$ cat src/rtl/mips_pkg.sv
// Shared definitions for the MIPS-style instruction path.
// Holds the instruction width, opcode/funct constants, the instruction-field
// positions used by the fetch unit and the fetch FSM state encoding.
package mips_pkg;

    localparam int INSTR_W = 32;

    // Primary opcodes (instr[31:26])
    localparam logic [5:0] OP_RTYPE = 6'd0;
    localparam logic [5:0] OP_J     = 6'd2;
    localparam logic [5:0] OP_LW    = 6'd35;
    localparam logic [5:0] OP_SW    = 6'd43;

    // R-type function codes (instr[5:0])
    localparam logic [5:0] FUNCT_ADD = 6'd32;
    localparam logic [5:0] FUNCT_SUB = 6'd34;

    // Field positions
    localparam int OP_MSB    = 31;
    localparam int OP_LSB    = 26;
    localparam int FUNCT_MSB = 5;
    localparam int FUNCT_LSB = 0;

    // Jump target: {pc_plus4[ADDR_W-1:J_PC_HI_LSB], instr[J_IDX_MSB:J_IDX_LSB], 2'b00}
    localparam int J_IDX_MSB   = 25;
    localparam int J_IDX_LSB   = 0;
    localparam int J_PC_HI_LSB = 28;

    typedef enum logic [1:0] {
        ST_IDLE  = 2'd0,
        ST_FETCH = 2'd1,
        ST_HOLD  = 2'd2,
        ST_DROP  = 2'd3
    } fetch_state_e;

endpackage

$ cat src/rtl/instr_fifo.sv
// Two-entry {instr, pc} queue between instruction memory and decode.
// Slot 0 is always the head, so the head outputs come straight from registers.
// Ports:
//   clk, rst_n              clock, async active-low reset
//   push, push_instr/pc     write an entry (ignored when full and not popping)
//   pop                     remove head (ignored when empty)
//   flush                   empty the queue; overrides push and pop
//   head_instr, head_pc     current head entry
//   full, empty             occupancy flags
module instr_fifo
    import mips_pkg::*;
#(
    parameter int ADDR_W = 32
) (
    input  logic               clk,
    input  logic               rst_n,
    input  logic               push,
    input  logic [INSTR_W-1:0] push_instr,
    input  logic [ADDR_W-1:0]  push_pc,
    input  logic               pop,
    input  logic               flush,
    output logic [INSTR_W-1:0] head_instr,
    output logic [ADDR_W-1:0]  head_pc,
    output logic               full,
    output logic               empty
);

    logic [INSTR_W-1:0] instr0_q, instr1_q;
    logic [ADDR_W-1:0]  pc0_q, pc1_q;
    logic [1:0]         cnt_q;
    logic               do_push, do_pop;

    assign do_pop  = pop & (cnt_q != 2'd0);
    // A full queue still accepts a word when the head leaves on the same edge.
    assign do_push = push & ((cnt_q != 2'd2) | do_pop);

    always_ff @(posedge clk or negedge rst_n) begin
        if (!rst_n) begin
            cnt_q    <= 2'd0;
            instr0_q <= '0;
            instr1_q <= '0;
            pc0_q    <= '0;
            pc1_q    <= '0;
        end else if (flush) begin
            cnt_q <= 2'd0;
        end else begin
            case ({do_push, do_pop})
                2'b10: begin
                    if (cnt_q == 2'd0) begin
                        instr0_q <= push_instr;
                        pc0_q    <= push_pc;
                    end else begin
                        instr1_q <= push_instr;
                        pc1_q    <= push_pc;
                    end
                    cnt_q <= cnt_q + 2'd1;
                end
                2'b01: begin
                    instr0_q <= instr1_q;
                    pc0_q    <= pc1_q;
                    cnt_q    <= cnt_q - 2'd1;
                end
                2'b11: begin
                    // Count is unchanged; the new word lands behind whatever remains.
                    if (cnt_q == 2'd1) begin
                        instr0_q <= push_instr;
                        pc0_q    <= push_pc;
                    end else begin
                        instr0_q <= instr1_q;
                        pc0_q    <= pc1_q;
                        instr1_q <= push_instr;
                        pc1_q    <= push_pc;
                    end
                end
                default: ;
            endcase
        end
    end

    assign head_instr = instr0_q;
    assign head_pc    = pc0_q;
    assign full       = (cnt_q == 2'd2);
    assign empty      = (cnt_q == 2'd0);

endmodule

$ cat src/rtl/instr_fetch_unit.sv
// Instruction fetch unit: issues PC-sequenced reads to instruction memory,
// buffers returned words in a 2-entry queue and presents the head to decode.
// A jump reported by the consumer flushes the queue and redirects the PC;
// a response already in flight at that moment is discarded.
// Ports:
//   clk, rst_n                      clock, async active-low reset
//   imem_req/imem_addr              read request, held with stable address until ack
//   imem_ack/imem_rdata             one-cycle response pulse with data
//   instr_valid/instr_ready         head handshake with the consumer
//   instr, op_code, funct, instr_pc head word, its opcode/funct slices and address
//   jump_taken                      accepted head is a jump (qualified by handshake)
module instr_fetch_unit
    import mips_pkg::*;
#(
    parameter int                ADDR_W   = 32,
    parameter logic [ADDR_W-1:0] RESET_PC = '0
) (
    input  logic               clk,
    input  logic               rst_n,
    output logic               imem_req,
    output logic [ADDR_W-1:0]  imem_addr,
    input  logic               imem_ack,
    input  logic [INSTR_W-1:0] imem_rdata,
    output logic               instr_valid,
    input  logic               instr_ready,
    output logic [INSTR_W-1:0] instr,
    output logic [5:0]         op_code,
    output logic [5:0]         funct,
    output logic [ADDR_W-1:0]  instr_pc,
    input  logic               jump_taken
);

    localparam logic [ADDR_W-1:0] PC_STEP    = ADDR_W'(4);
    localparam logic [ADDR_W-1:0] PC_HI_MASK = ~ADDR_W'((64'd1 << J_PC_HI_LSB) - 64'd1);

    fetch_state_e      state_q, state_d;
    logic [ADDR_W-1:0] fetch_pc_q, fetch_pc_d;
    logic [ADDR_W-1:0] addr_q, addr_d;
    logic              req_q, req_d;

    logic              accept, jump, push;
    logic              fifo_full, fifo_empty;
    logic [1:0]        occ, occ_next;
    logic              room;
    logic [ADDR_W-1:0] pc_plus4, target;

    assign accept = instr_valid & instr_ready;
    assign jump   = accept & jump_taken;
    // Only a response to a live FETCH request is kept; a jump on the ack edge kills it.
    assign push   = (state_q == ST_FETCH) & req_q & imem_ack & ~jump;

    assign pc_plus4 = instr_pc + PC_STEP;
    assign target   = (pc_plus4 & PC_HI_MASK) | ADDR_W'({instr[J_IDX_MSB:J_IDX_LSB], 2'b00});

    // Queue occupancy after this edge; a new request may only go out if a slot
    // will still be free for its response.
    assign occ      = fifo_full ? 2'd2 : (fifo_empty ? 2'd0 : 2'd1);
    assign occ_next = jump ? 2'd0 : (occ + {1'b0, push} - {1'b0, accept});
    assign room     = (occ_next != 2'd2);

    instr_fifo #(
        .ADDR_W (ADDR_W)
    ) u_fifo (
        .clk        (clk),
        .rst_n      (rst_n),
        .push       (push),
        .push_instr (imem_rdata),
        .push_pc    (fetch_pc_q),
        .pop        (accept),
        .flush      (jump),
        .head_instr (instr),
        .head_pc    (instr_pc),
        .full       (fifo_full),
        .empty      (fifo_empty)
    );

    always_ff @(posedge clk or negedge rst_n) begin
        if (!rst_n) begin
            state_q    <= ST_IDLE;
            fetch_pc_q <= RESET_PC;
            addr_q     <= RESET_PC;
            req_q      <= 1'b0;
        end else begin
            state_q    <= state_d;
            fetch_pc_q <= fetch_pc_d;
            addr_q     <= addr_d;
            req_q      <= req_d;
        end
    end

    always_comb begin
        state_d    = state_q;
        req_d      = req_q;
        fetch_pc_d = fetch_pc_q;
        if (jump) begin
            fetch_pc_d = target;
        end else if (push) begin
            fetch_pc_d = fetch_pc_q + PC_STEP;
        end

        unique case (state_q)
            ST_IDLE: begin
                state_d = ST_FETCH;
                req_d   = 1'b1;
            end
            ST_FETCH: begin
                if (req_q) begin
                    if (imem_ack) begin
                        // Always leave a request-free cycle after an ack.
                        req_d   = 1'b0;
                        state_d = room ? ST_FETCH : ST_HOLD;
                    end else if (jump) begin
                        // Address must stay on the old request until it completes.
                        state_d = ST_DROP;
                    end
                end else if (room) begin
                    req_d = 1'b1;
                end else begin
                    state_d = ST_HOLD;
                end
            end
            ST_HOLD: begin
                if (room) begin
                    req_d   = 1'b1;
                    state_d = ST_FETCH;
                end
            end
            ST_DROP: begin
                if (imem_ack) begin
                    req_d   = 1'b0;
                    state_d = ST_FETCH;
                end
            end
            default: begin
                state_d = ST_IDLE;
                req_d   = 1'b0;
            end
        endcase
    end

    // Address is captured only when a new request is raised, so it stays
    // stable for the whole request even if the PC is redirected meanwhile.
    assign addr_d = (!req_q && req_d) ? fetch_pc_d : addr_q;

    assign imem_req    = req_q;
    assign imem_addr   = addr_q;
    assign instr_valid = ~fifo_empty;
    assign op_code     = instr[OP_MSB:OP_LSB];
    assign funct       = instr[FUNCT_MSB:FUNCT_LSB];

endmodule
$ cat config.mk
export PLATFORM = sky130hd
export DESIGN_NAME = instr_fetch_unit
export DESIGN_NICKNAME = d
export VERILOG_FILES = /design/src/rtl/mips_pkg.sv /design/src/rtl/instr_fifo.sv /design/src/rtl/instr_fetch_unit.sv
export SDC_FILE = /design/constraint.sdc
export NUM_CORES = 1
export LEC_CHECK = 0
export BUFFER_PORTS_ARGS = -buffer_cell sky130_fd_sc_hd__buf_4
export CAP_MARGIN = 5
export CORE_ASPECT_RATIO = 1.5
export CORE_MARGIN = 3
export CORE_UTILIZATION = 35
export CTS_CLUSTER_SIZE = 25
export DETAILED_ROUTE_END_ITERATION = 10
export PLACE_DENSITY = 0.67
export SYNTH_ARGS = -nofsm -noshare
export SYNTH_HDL_FRONTEND = slang
export SYNTH_SLANG_ARGS = --single-unit
$ cat constraint.sdc
create_clock -name clk -period 2.8 [get_ports clk]
set_clock_uncertainty 0.15 [all_clocks]
set_input_delay 0.28 -clock clk [delete_from_list [all_inputs] [get_ports clk]]
set_output_delay 0.28 -clock clk [all_outputs]
set_load 0.02 [all_outputs]
# After elaboration in Yosys (flattened, before gate mapping)
# Index checks and enable logic that the tools add are counted.
[classes]
addsub = 6
bitwise_logic = 11
n_eq_ne = 17
muxes = 33
reduce_logical = 11
[op_table]
columns = ["cell", "count"]
rows = [
  ["$mux W32", 10],
  ["$pmux W32 S3", 2],
  ["$pmux W32 S2", 2],
  ["$add A32 B3 Y32 const B", 2],
  ["$or A32 B28 Y32", 1],
  ["$mux W2", 10],
  ["$ne A2 B2 Y1 const B", 7],
  ["$eq A2 B2 Y1 const B", 5],
  ["$pmux W2 S4", 1],
  ["$reduce_and A4 Y1", 2],
  ["$and A1 B1 Y1", 7],
  ["$eq A2 B1 Y1 const B", 3],
  ["$mux W1", 6],
  ["$reduce_bool A3 Y1", 2],
  ["$logic_not A2 Y1", 2],
  ["$ne A4 B4 Y1 const B", 1],
  ["$pmux W1 S4", 1],
  ["$pmux W2 S2", 1],
  ["$reduce_bool A2 Y1", 2],
  ["$ne A3 B3 Y1 const B", 1],
  ["$reduce_and A3 Y1", 1],
  ["$add A2 B1 Y2", 1],
  ["$add A2 B1 Y2 const B", 1],
  ["$not A1 Y1", 2],
  ["other kinds (5)", 5],
]
[word_totals]
in_bits = 37
output_inout_bits = 110
register_bits = 197
word_cells = 87

# Longest topological paths before layout
[depth]
depth_word = 14
ltp_mapped = 13
depth_no_buf = 12

# Cells and area by module
# From an unflattened synthesis, not the netlist that was laid out.
[unflattened]
hier_cells = 827
hier_area_um2 = 9327.7
[by_module_without_submodules]
columns = ["mod", "seq_area_each_um2", "cells_each", "area_per_inst_um2", "instances"]
rows = [
  ["instr_fifo", 3253.1, 436, 5574.1, 1],
  ["instr_fetch_unit", 1676.6, 391, 3753.6, 1],
]

# Least setup slack after synthesis
# No wires, ideal clock.
[synth_path]
kind = "flip-flop to flip-flop"
from = "reg u_fifo.cnt_q[0]"
to = "reg addr_q[10], in the netlist imem_addr[10]"
stages_incl_launch_ff = 11
arrival_ps = 2669
path_slack_ps = -144
setup_time_ps = 125
period_less_slack_ps = 2944
required_time_ps = 2525
n_path_buf = 1
cell_sequence = "dfrtp_1 -> inv_1 -> ha_1 -> or2_2 -> ha_1 -> inv_1 -> ha_1 -> xnor3_2 -> o41a_4 -> buf_6 -> mux2_4"
[synth_via]
elab_chain_cells = 14
word_cells_on_any_way = 20
cone_classes = "add/sub: 2; eq/ne: 2; mux: 9; bitwise: 5; reduce/logical: 2"
[synth_rtl]
columns = ["element", "line_no", "source"]
rows = [
  ["from (decl)", "instr_fifo.sv:30", "logic [1:0] cnt_q;"],
  ["from (signal assigned)", "instr_fifo.sv:56", "cnt_q <= cnt_q + 2'd1;"],
  ["from (signal assigned)", "instr_fifo.sv:61", "cnt_q <= cnt_q - 2'd1;"],
  ["$logic_not A2 Y1", "instr_fifo.sv:83", "assign empty = (cnt_q == 2'd0);"],
  ["$not A1 Y1", "instr_fetch_unit.sv:147", "assign instr_valid = ~fifo_empty;"],
  ["$and A1 B1 Y1", "instr_fetch_unit.sv:47", "assign accept = instr_valid & instr_ready;"],
  ["$and A1 B1 Y1", "instr_fetch_unit.sv:48", "assign jump = accept & jump_taken;"],
  ["$not A1 Y1 (no source line)", "-", ""],
  ["$and A1 B1 Y1", "instr_fetch_unit.sv:50", "assign push = (state_q == ST_FETCH) & req_q & imem_ack & ~jump;"],
  ["$add A2 B1 Y2", "instr_fetch_unit.sv:58", "assign occ_next = jump ? 2'd0 : (occ + {1'b0, push} - {1'b0, accept});"],
  ["$sub A2 B1 Y2", "instr_fetch_unit.sv:58", ""],
  ["$mux W2", "instr_fetch_unit.sv:58", ""],
  ["$ne A2 B2 Y1", "instr_fetch_unit.sv:59", "assign room = (occ_next != 2'd2);"],
  ["$mux W1", "instr_fetch_unit.sv:116", "end else if (room) begin"],
  ["$mux W1", "instr_fetch_unit.sv:107", "if (req_q) begin"],
  ["$pmux W1 S4", "instr_fetch_unit.sv:101", "unique case (state_q)"],
  ["$logic_and A1 B1 Y1", "instr_fetch_unit.sv:143", "assign addr_d = (!req_q && req_d) ? fetch_pc_d : addr_q;"],
  ["to (signal assigned)", "instr_fetch_unit.sv:86", "addr_q <= addr_d;"],
  ["to (decl)", "instr_fetch_unit.sv:38", "logic [ADDR_W-1:0] addr_q, addr_d;"],
]
# Parallel ways exist; a longest one is shown, timed or not.
# A chain may end at the register's enable or synchronous reset.

# Worst setup path in the final report
[layout_path]
from = "reg u_fifo.cnt_q[1]"
to = "reg addr_q[10], in the netlist imem_addr[10]"
# Same word-level chain as after synthesis.

==> summary.md <==
| Metric | Value |
|---|---|
| Total GRT Usage | 16.6% |
| Maximum clock frequency | 352 MHz |
| Placed Cells | 1,287 |
| Clk buf depth | 2 |
| Initial core utilization | a little over a third |
| Worst hold path class | primary input to flop |
| # H-tree levels | 4 |
| Final Hold Fails | 0 |
| Vias per cell | 5.06 |
| Slew Limit Fails | 0 |
| First-pass GRT wire length | about 38,000 µm |
| # rows | between 70 and 80 |
| Period minus WS final | 2.84 ns |
| Syn avg cell area | about 11 µm² |
| Synth warnings | 0 |
| N_diodes | 0 |
| Fraction of final layout cells sized beyond drive strength 1 | a little under a third |
| I/O Pins | 147 |
| Crit path required time | 2.98 ns |
| Core box area | approximately 26,000 µm² |
| Grt ovf | 0 |
| Worst-Margin Slew | between 0.4 and 0.5 ns |
| Fin crit share | 102% |
| Max_cap viols | 0 |
| Failing checks | setup timing |
| Synthesized cell area | about 9000 µm² |
| Max IR drop VDD | 0.605 mV |
| Die area | 28,400 µm² |
| # setup viols final | 16 |
| Pin count of the biggest net entering global routing | 85 |
| Final non-filler cell total | approximately 1,400 |
| Rel. slew slack | 69.5% |
| Pre-antenna DRT Iters | 5 |
| Seq cells post-synth | 197 |
| Input/output buffers | 146 |
| Commonest cells after routing, fill and taps aside | dfrtp_1, buf_4, nor2_1 |
| Outcome | complete, but fails checks |
| LEAKAGE | 0.00519 µW |
| Synth cell types | 59 |
| Routed len/inst | 17.1 µm |
| Post-route ant nets | 0 |
| Clock Latency Late Sink | 0.45 ns |
| Layout fillers | 2,340 |
| Clock transition at path regs | 0.07 ns |
| Syn Inst Count | ~840 |
| Post-synth EDFFs | 0 |
| Final Power | ~16,000 µW |
| RePlAce Congestion | between 0.7 and 0.8 |
| Num Clock Sinks | 197 |
| Primary FF master, synth | dfrtp_1 |
| Chip height | 205 µm |
| CP endpoint kind | flop |
| WHS Path Cells | 3 |
| Vias in the first global route | 7,013 |
| Via Count | 6,878 |
| TritonCTS clock tree | built |
| Crit Path Class | flop to flop |
| Startpoint Class | flop |
| Nets | 1,057 |
| Dpl hpwl | 16,400 µm |
| R2R cell count | 10 |
| Num CTS Buffers | 17 |
| Initial antenna violation count | 0 |
| WP data arrival | 3.03 ns |
| RSZ-0062 raised after global routing | yes |
| Starting DRC count in detailed routing | 437 |
| Area delta synth->final | 29.1% |
| DRT Wirelength | 23,200 µm |
| Final setup margin | -0.0434 ns |
| DRC Markers | 0 |
| Power per Cell Area | 1320 nW/µm² |
| Sequential fraction of the synthesis area | 53.4% |
| Post-synthesis async set-or-reset flop share | 100% |
| Commonest non-fill, non-tap cell in the layout | dfrtp_1 |
| Final hold slack | 0.0374 ns |
| Fin util | between 40% and 50% |
| Die Wd | 139 µm |
| Net Count, Synth | about 880 |
| Root Buffer | clkbuf_16 |
| CP Max Fanout | 11 |
[layer usage]
layer,up-vias,wire [µm],global-route usage (%)
met2,161,11700,28.2
met5,-,0,0
met4,0,575,6.50
met3,31,1030,3.78
met1,3375,9940,20.7
li1,3311,-,-
[critical path, stage by stage, from the launching register on]
cell and delay (ns):
dfrtp_1 0.42, inv_2 0.10, ha_4 0.17, or2_4 0.24, ha_4 0.26, inv_2 0.03
ha_4 0.14, xnor3_2 0.24, o41a_4 0.51, buf_12 0.16, mux2_4 0.29
[cell usage after synthesis, types with 11 or more instances]
cell type / instances / area, µm²
a21oi_1: 82 / 410
buf_2: 21 / 105
buf_4: 17 / 128
clkbuf_1: 16 / 60.1
dfrtp_1: 197 / 4930
inv_1: 13 / 48.8
mux2_2: 61 / 687
mux2i_1: 68 / 681
nand2_1: 46 / 173
nand3_1: 14 / 70.1
nand4_1: 24 / 150
nor2_1: 103 / 387
nor3_1: 14 / 70.1
o21ai_0: 25 / 125
xor2_1: 11 / 96.3
[metrics by stage]
| step | setup TNS (ns) | cell area (µm²) | setup slack, ns |
|---|---|---|---|
| final | -0.463 | 11900 | -0.0434 |
| after CTS | -0.481 | 11900 | -0.0382 |
| after global routing | -1.98 | 11900 | -0.107 |
| after floorplan | -0.0935 | 9300 | -0.0104 |
| after detailed placement | -0.890 | 10800 | -0.0644 |
| after global placement | -0.00218 | 10800 | -0.00218 |
[power by group]
group,internal (µW),switching [µW]
sequential,4270,1210
clock,1530,1120
combinational,3540,4110
total,9340,6430
[final cells by class]
type	instances	area [µm²]	area share (%)
clock buffer	18	439	3.69
clock inverter	14	199	1.67
inverter	13	48.8	0.410
multi-input combinational	564	4020	33.7
sequential	197	4930	41.4
tap	333	417	3.50
timing repair buffer	220	1860	15.6
[registers in the layout, summed over array words and instances, names as in the netlist]
signal	count
fetch_pc_q	32
imem_addr	32
u_fifo.head_instr	32
u_fifo.instr1_q	32
u_fifo.head_pc	32
u_fifo.pc1_q	32
state_q	2
u_fifo.cnt_q	2
imem_req	1
[repair_timing]
| action | in CTS | in global routing |
|---|---|---|
| resized for setup | 8 | 5 |
| buffers inserted | 3 | 2 |
| hold buffers | 34 | 0 |
| gates cloned | 1 | 0 |
| setup endpoints to repair | 32 | 34 |
| pin swaps | 5 | 4 |
| endpoints found under the hold margin | 113 | 0 |
[final timing paths]
check / start / end / slack [ns]
worst max-delay path: u_fifo.cnt_q[1]$_DFFE_PN0P_ / imem_addr[10]$_DFFE_PN0P_ / -0.04
worst min-delay path: jump_taken / u_fifo.cnt_q[0]$_DFFE_PN0P_ / 0.04
worst max register to register: u_fifo.cnt_q[1]$_DFFE_PN0P_ / imem_addr[10]$_DFFE_PN0P_ / -0.04
worst min register to register: u_fifo.pc1_q[22]$_DFFE_PN0P_ / u_fifo.pc1_q[22]$_DFFE_PN0P_ / 0.33
max in group asynchronous: rst_n / u_fifo.instr1_q[25]$_DFFE_PN0P_ / 1.51
min in group asynchronous: rst_n / u_fifo.instr1_q[1]$_DFFE_PN0P_ / 0.20
[logic make-up (layout without fill, tap and decap cells)]
| family | Yosys count | after routing | synth area share (%) |
|---|---|---|---|
| flip-flops | 197 | 197 | 53.4 |
| adder cells (fa/ha/maj) | 7 | 7 | 0.949 |
| multiplexers | 138 | 138 | 16.3 |
| AO/OA/AOI/OAI | 148 | 148 | 9.34 |
| XOR/XNOR | 19 | 19 | 1.97 |
| AND/OR/NAND/NOR | 252 | 252 | 13.5 |
| buffers and inverters | 74 | 265 | 4.49 |
Note: power is estimated with default switching activity, not from simulation.
